--- src/rtl/dmem_master.sv ---
// Load/store initiator for the single-port data memory: word-only memory traffic, local sub-word extract/merge.
// Optional misalignment detection is enabled with DMEM_MASTER_MISALIGN_CHECK_EN.
module dmem_master #(
  parameter int ADDR_W = 15
) (
  input  logic              clk,
  input  logic              nreset,
  input  logic              req_valid,
  output logic              req_ready,
  input  logic              req_we,
  input  logic [1:0]        req_size,
  input  logic              req_unsigned,
  input  logic [ADDR_W+1:0] req_addr,
  input  logic [31:0]       req_wdata,
  output logic              rsp_valid,
  output logic [31:0]       rsp_rdata,
  output logic              rsp_error,
  output logic [ADDR_W-1:0] mem_address,
  output logic [31:0]       mem_wdata,
  output logic [2:0]        mem_load_control,
  output logic [1:0]        mem_store_control,
  input  logic [31:0]       mem_rdata
);

  typedef enum logic [1:0] {
    ST_IDLE  = 2'd0,
    ST_READ  = 2'd1,
    ST_WRITE = 2'd2,
    ST_RESP  = 2'd3
  } state_t;

  state_t            state_r;
  logic [ADDR_W+1:0] addr_r;
  logic [1:0]        size_r;
  logic              we_r;
  logic              uns_r;
  logic [31:0]       wdata_r;
  logic [31:0]       line_r;
  logic              rsp_valid_r;
  logic [31:0]       rsp_rdata_r;
  logic              rsp_error_r;
  logic              mis_s;

  // Lane-select and extend a load; size 11 behaves as a word.
  function automatic logic [31:0] load_extract(input logic [31:0] word, input logic [1:0] lane,
                                               input logic [1:0] size, input logic uns);
    logic [7:0]  b;
    logic [15:0] h;
    logic [31:0] r;
    case (lane)
      2'd0:    b = word[7:0];
      2'd1:    b = word[15:8];
      2'd2:    b = word[23:16];
      default: b = word[31:24];
    endcase
    h = lane[1] ? word[31:16] : word[15:0];
    case (size)
      2'b00:   r = {{24{b[7] & ~uns}}, b};
      2'b01:   r = {{16{h[15] & ~uns}}, h};
      default: r = word;
    endcase
    return r;
  endfunction

  // Merge store data into the previously read line so neighbouring bytes survive.
  function automatic logic [31:0] store_merge(input logic [31:0] line, input logic [31:0] wdata,
                                              input logic [1:0] lane, input logic [1:0] size);
    logic [31:0] r;
    case (size)
      2'b00: begin
        case (lane)
          2'd0:    r = {line[31:8], wdata[7:0]};
          2'd1:    r = {line[31:16], wdata[7:0], line[7:0]};
          2'd2:    r = {line[31:24], wdata[7:0], line[15:0]};
          default: r = {wdata[7:0], line[23:0]};
        endcase
      end
      2'b01:   r = lane[1] ? {wdata[15:0], line[15:0]} : {line[31:16], wdata[15:0]};
      default: r = wdata;
    endcase
    return r;
  endfunction

  // Misalignment of the incoming request.
  always_comb begin
    mis_s = 1'b0;
`ifdef DMEM_MASTER_MISALIGN_CHECK_EN
    if (req_size == 2'b01) begin
      mis_s = req_addr[0];
    end else if (req_size[1]) begin
      mis_s = (req_addr[1:0] != 2'b00);
    end else begin
      mis_s = 1'b0;
    end
`endif
  end

  // Request FSM with registered response.
  always_ff @(posedge clk or negedge nreset) begin
    if (!nreset) begin
      state_r     <= ST_IDLE;
      addr_r      <= '0;
      size_r      <= 2'b00;
      we_r        <= 1'b0;
      uns_r       <= 1'b0;
      wdata_r     <= 32'h0000_0000;
      line_r      <= 32'h0000_0000;
      rsp_valid_r <= 1'b0;
      rsp_rdata_r <= 32'h0000_0000;
      rsp_error_r <= 1'b0;
    end else begin
      case (state_r)
        ST_IDLE: begin
          rsp_valid_r <= 1'b0;
          if (req_valid) begin
            addr_r  <= req_addr;
            size_r  <= req_size;
            we_r    <= req_we;
            uns_r   <= req_unsigned;
            wdata_r <= req_wdata;
            if (mis_s) begin
              state_r     <= ST_RESP;
              rsp_valid_r <= 1'b1;
              rsp_error_r <= 1'b1;
              rsp_rdata_r <= 32'h0000_0000;
            end else if (req_we && req_size[1]) begin
              state_r <= ST_WRITE;
            end else begin
              state_r <= ST_READ;
            end
          end
        end
        ST_READ: begin
          line_r <= mem_rdata;
          if (we_r) begin
            state_r <= ST_WRITE;
          end else begin
            state_r     <= ST_RESP;
            rsp_valid_r <= 1'b1;
            rsp_error_r <= 1'b0;
            rsp_rdata_r <= load_extract(mem_rdata, addr_r[1:0], size_r, uns_r);
          end
        end
        ST_WRITE: begin
          state_r     <= ST_RESP;
          rsp_valid_r <= 1'b1;
          rsp_error_r <= 1'b0;
          rsp_rdata_r <= 32'h0000_0000;
        end
        ST_RESP: begin
          state_r     <= ST_IDLE;
          rsp_valid_r <= 1'b0;
        end
        default: begin
          state_r     <= ST_IDLE;
          rsp_valid_r <= 1'b0;
        end
      endcase
    end
  end

  // Memory controls follow the state alone so reset kills a write at once.
  assign req_ready         = (state_r == ST_IDLE);
  assign mem_load_control  = (state_r == ST_READ)  ? 3'b001 : 3'b000;
  assign mem_store_control = (state_r == ST_WRITE) ? 2'b01  : 2'b00;
  assign mem_address       = addr_r[ADDR_W+1:2];
  assign mem_wdata         = store_merge(line_r, wdata_r, addr_r[1:0], size_r);
  assign rsp_valid         = rsp_valid_r;
  assign rsp_rdata         = rsp_rdata_r;
  assign rsp_error         = rsp_error_r;

endmodule

--- config.mk ---
export PLATFORM = sky130hd
export DESIGN_NAME = dmem_master
export DESIGN_NICKNAME = d
export VERILOG_FILES = /design/src/rtl/dmem_master.sv
export SDC_FILE = /design/constraint.sdc
export NUM_CORES = 1
export LEC_CHECK = 0
export BUFFER_PORTS_ARGS = -buffer_cell sky130_fd_sc_hd__clkbuf_2
export CORE_AREA = 2 2 119 121
export CTS_CLUSTER_DIAMETER = 50
export CTS_CLUSTER_SIZE = 8
export DETAILED_ROUTE_END_ITERATION = 8
export DIE_AREA = 0 0 121 123
export PLACE_DENSITY = 0.71
export SYNTH_ARGS = -nofsm -noshare
export SYNTH_HDL_FRONTEND = slang
export SYNTH_SLANG_ARGS = --single-unit
--- constraint.sdc ---
create_clock -name clk -period 5.6 [get_ports clk]
set_input_delay 0.28 -clock clk [delete_from_list [all_inputs] [get_ports clk]]
set_output_delay 0.28 -clock clk [all_outputs]
set_load 0.02 [all_outputs]
==> results by group <==
Logic synthesis
  • Yosys warnings: 0
  • Seq cells post-synth: 120
  • Cell Area, Synth: 5960 um2
  • Proportion of synthesized area in mux cells: 20.6%
  • Post-synth top area share: ~50%
  • Largest area contributor in the netlist: dfrtp_1
  • Synth top area cells: dfrtp_1 (50%), mux2_2 (18%), a221o_1 (4.4%), nand2_1 (2.9%), mux2i_1 (2.9%)
  • Synth Area in Compound Gates: 16.0%
  • Yosys cell types: 38
  • Synth Area in Adders: 0.630%
  • Largest family of logic cells by synthesized area: multiplexers
  • Seq/Total Area, Yosys: 50.4%
  • Mapped Cells: between 500 and 600
  • Simple-gate share of the synthesized area: 6.07%
  • XOR/XNOR Fraction of Synth Area: 0%
  • Syn Area/Cell: 11.6 um2

Global routing
  • First-pass GRT wire length: 25,600 um
  • Number of global-route vias before repair: 4,666
  • Initial antenna violation count: 0
  • Largest net degree at the start of global routing: 74
  • GRT Overall Usage: 22.9%
  • Remaining Overflow, GRT: 0

Min path
  • Worst min path class: primary input to asynchronous set/reset pin

CTS
  • Clk_lat worst skew: 420 ps
  • Worst-path clk slew: 60 ps
  • H-tree Lvls: 4
  • Setup Buffers After CTS: 0
  • CTS max path bufs: 2
  • Clock sink total: 120
  • Resized cells post-CTS: 0
  • Root Driver: clkbuf_16
  • CTS tree: built
  • Hold-fix buffers, CTS: 0
  • TritonCTS buffer count: 17

Flow run
  • Max-Cap Viols: 0

Setup path
  • CP Data Required Time: roughly 5300 ps
  • Critical path class: flop to primary output
  • Crit path max fanout: 36
  • Worst setup EP type: primary output
  • Worst path arrival time: 2860 ps
  • Crit path launch type: flop

Drt
  • Avg WL per Cell: 19.6 um
  • Post-route ant nets: 0
  • Remaining DRCs: 0
  • Drt total wl: 16,600 um
  • DR pass1 iterations: 5
  • Vias per cell: roughly 5.5
  • Vias: 4,697
  • Drt initial violations: ~380

Placed design
  • PortBufs: 170
  • Post-Place Worst Slack: 2890 ps
  • Final Wtd Congestion: 0.878
  • HPWL after detailed placement: 12,300 um

Timing
  • Setup TNS: 0 ps
  • F_max: 0.319 GHz
  • Layout Skew: 6.04 ps
  • Final Hold Fails: 6
  • Unrepaired setup endpoints after global routing: false
  • WHS: -9.27 ps
  • Worst relative slew slack: 26.2%
  • Endpoints failing setup: 0
  • Setup ws final: between 2000 and 2500 ps
  • Post-route minimum period: 3140 ps
  • Crit share post-route: a little under three fifths
  • Max-slew violations: 0
  • Pin slew with the least headroom to its limit: 1110 ps

Floorplan
  • Die area: 14,900 um2
  • Die span in x: between 100 and 150 um
  • I/O pins: 175
  • Row cnt: between 40 and 50
  • Core box area: 13,600 um2
  • Die height: 123 um
  • Initial Util: 43.8%

Final layout
  • Nets: between 700 and 800
  • Most frequent cells in the layout: clkbuf_2 (169), dfrtp_1 (120), mux2_2 (94)
  • Layout cells sized above 1: 45.7%
  • Commonest non-fill, non-tap cell in the layout: clkbuf_2
  • Area grow syn2layout: 23.8%
  • Ant diodes: 0

Power
  • Lkg Pwr: 0.00349 uW
  • Power Total: 5690 uW
  • Peak VDD IR: 0.355 mV
  • P per Cell Area: roughly 770 nW/um2

Outcome
  • Status: finished, violations left
  • Violated checks: hold timing
[cells by family after synthesis]
kind of cell / Yosys count
AO/OA/AOI/OAI: 127
adder cells (fa/ha/maj): 3
buffers and inverters: 68
flip-flops: 120
multiplexers: 111
other: 1
AND/OR/NAND/NOR: 82
[area by class of cell]
class | instances | area [um2]
clock buffers | 20 | 437
clock inverters | 12 | 175
fillers | 1219 | 6230
inverters | 12 | 45.0
multi-input cells | 327 | 2600
flip-flops and latches | 120 | 3000
well taps | 180 | 225
repair buffers | 176 | 898
[cell usage after synthesis (all sizes together)]
cell type,instances
ha,3
a211oi,2
nor3,2
nand3,2
or2,2
a21oi,5
a221oi,6
mux2,94
clkbuf,23
nand2,46
inv,12
o211a,1
o22a,9
a221o,26
a21bo,1
nor2b,3
mux2i,17
and3,3
a311oi,6
conb,1
o22ai,21
o31ai,8
dfrtp,120
o221ai,8
a22o,1
nand2b,4
o21ai,32
nor2,20
buf,33
a21o,1
[power breakdown]
group / switching [uW] / leakage, uW / internal (uW) / total (uW)
combinational: 1670 / 0.00176 / 1190 / 2850
clock: 398 / 0.000290 / 743 / 1140
sequential: 381 / 0.00144 / 1320 / 1700
total: 2450 / 0.00349 / 3250 / 5690
[routing by layer]
metal  up-vias  GRT usage (%)  routed length (um)
li1       2168              -                   -
met5         -              0                   0
met1      2290           31.9                7420
met4         0           8.87                 369
met2       208           34.4                7580
met3        31           5.81                1200
[critical path: stages (launching register included)]
cell,delay (ps)
dfrtp_1,670
buf_4,410
nand2b_1,550
o22ai_1,130
a221oi_1,430
clkbuf_2,250
[path summary, 6_finish.rpt]
| path | depth (start not counted) | slack (ps) | from | to |
|---|---|---|---|---|
| setup reg to reg | 6 | 2900 | state_r[0] | rsp_rdata[30] |
| max in group asynchronous | 2 | 4450 | nreset | addr_r[0] |
| min in group clk | 2 | 90 | req_wdata[9] | wdata_r[9] |
| hold / removal | 1 | -9 | nreset | addr_r[15] |
| setup / recovery | 5 | 2460 | size_r[1] | mem_wdata[8] |
| hold reg to reg | 2 | 490 | rsp_rdata[5] | rsp_rdata[5] |
[sequential cells by signal, summed over array words and instances, names as in the netlist, 2 cells and up]
signal / count
state_r: 2
rsp_rdata: 32
wdata_r: 32
size_r: 2
line_r: 32
addr_r: 17
[metrics by stage]
step	instances	util [%]	hold slack, ps	cell area [um2]
floorplan	515	-	-15.6	5970
global placement	815	49.7	465	6770
detailed placement	815	49.7	483	6770
CTS	847	54.2	46.2	7380
global route	847	54.2	75.8	7380
finish	847	54.2	-9.27	7380
Power figures use the tool's default switching activity.
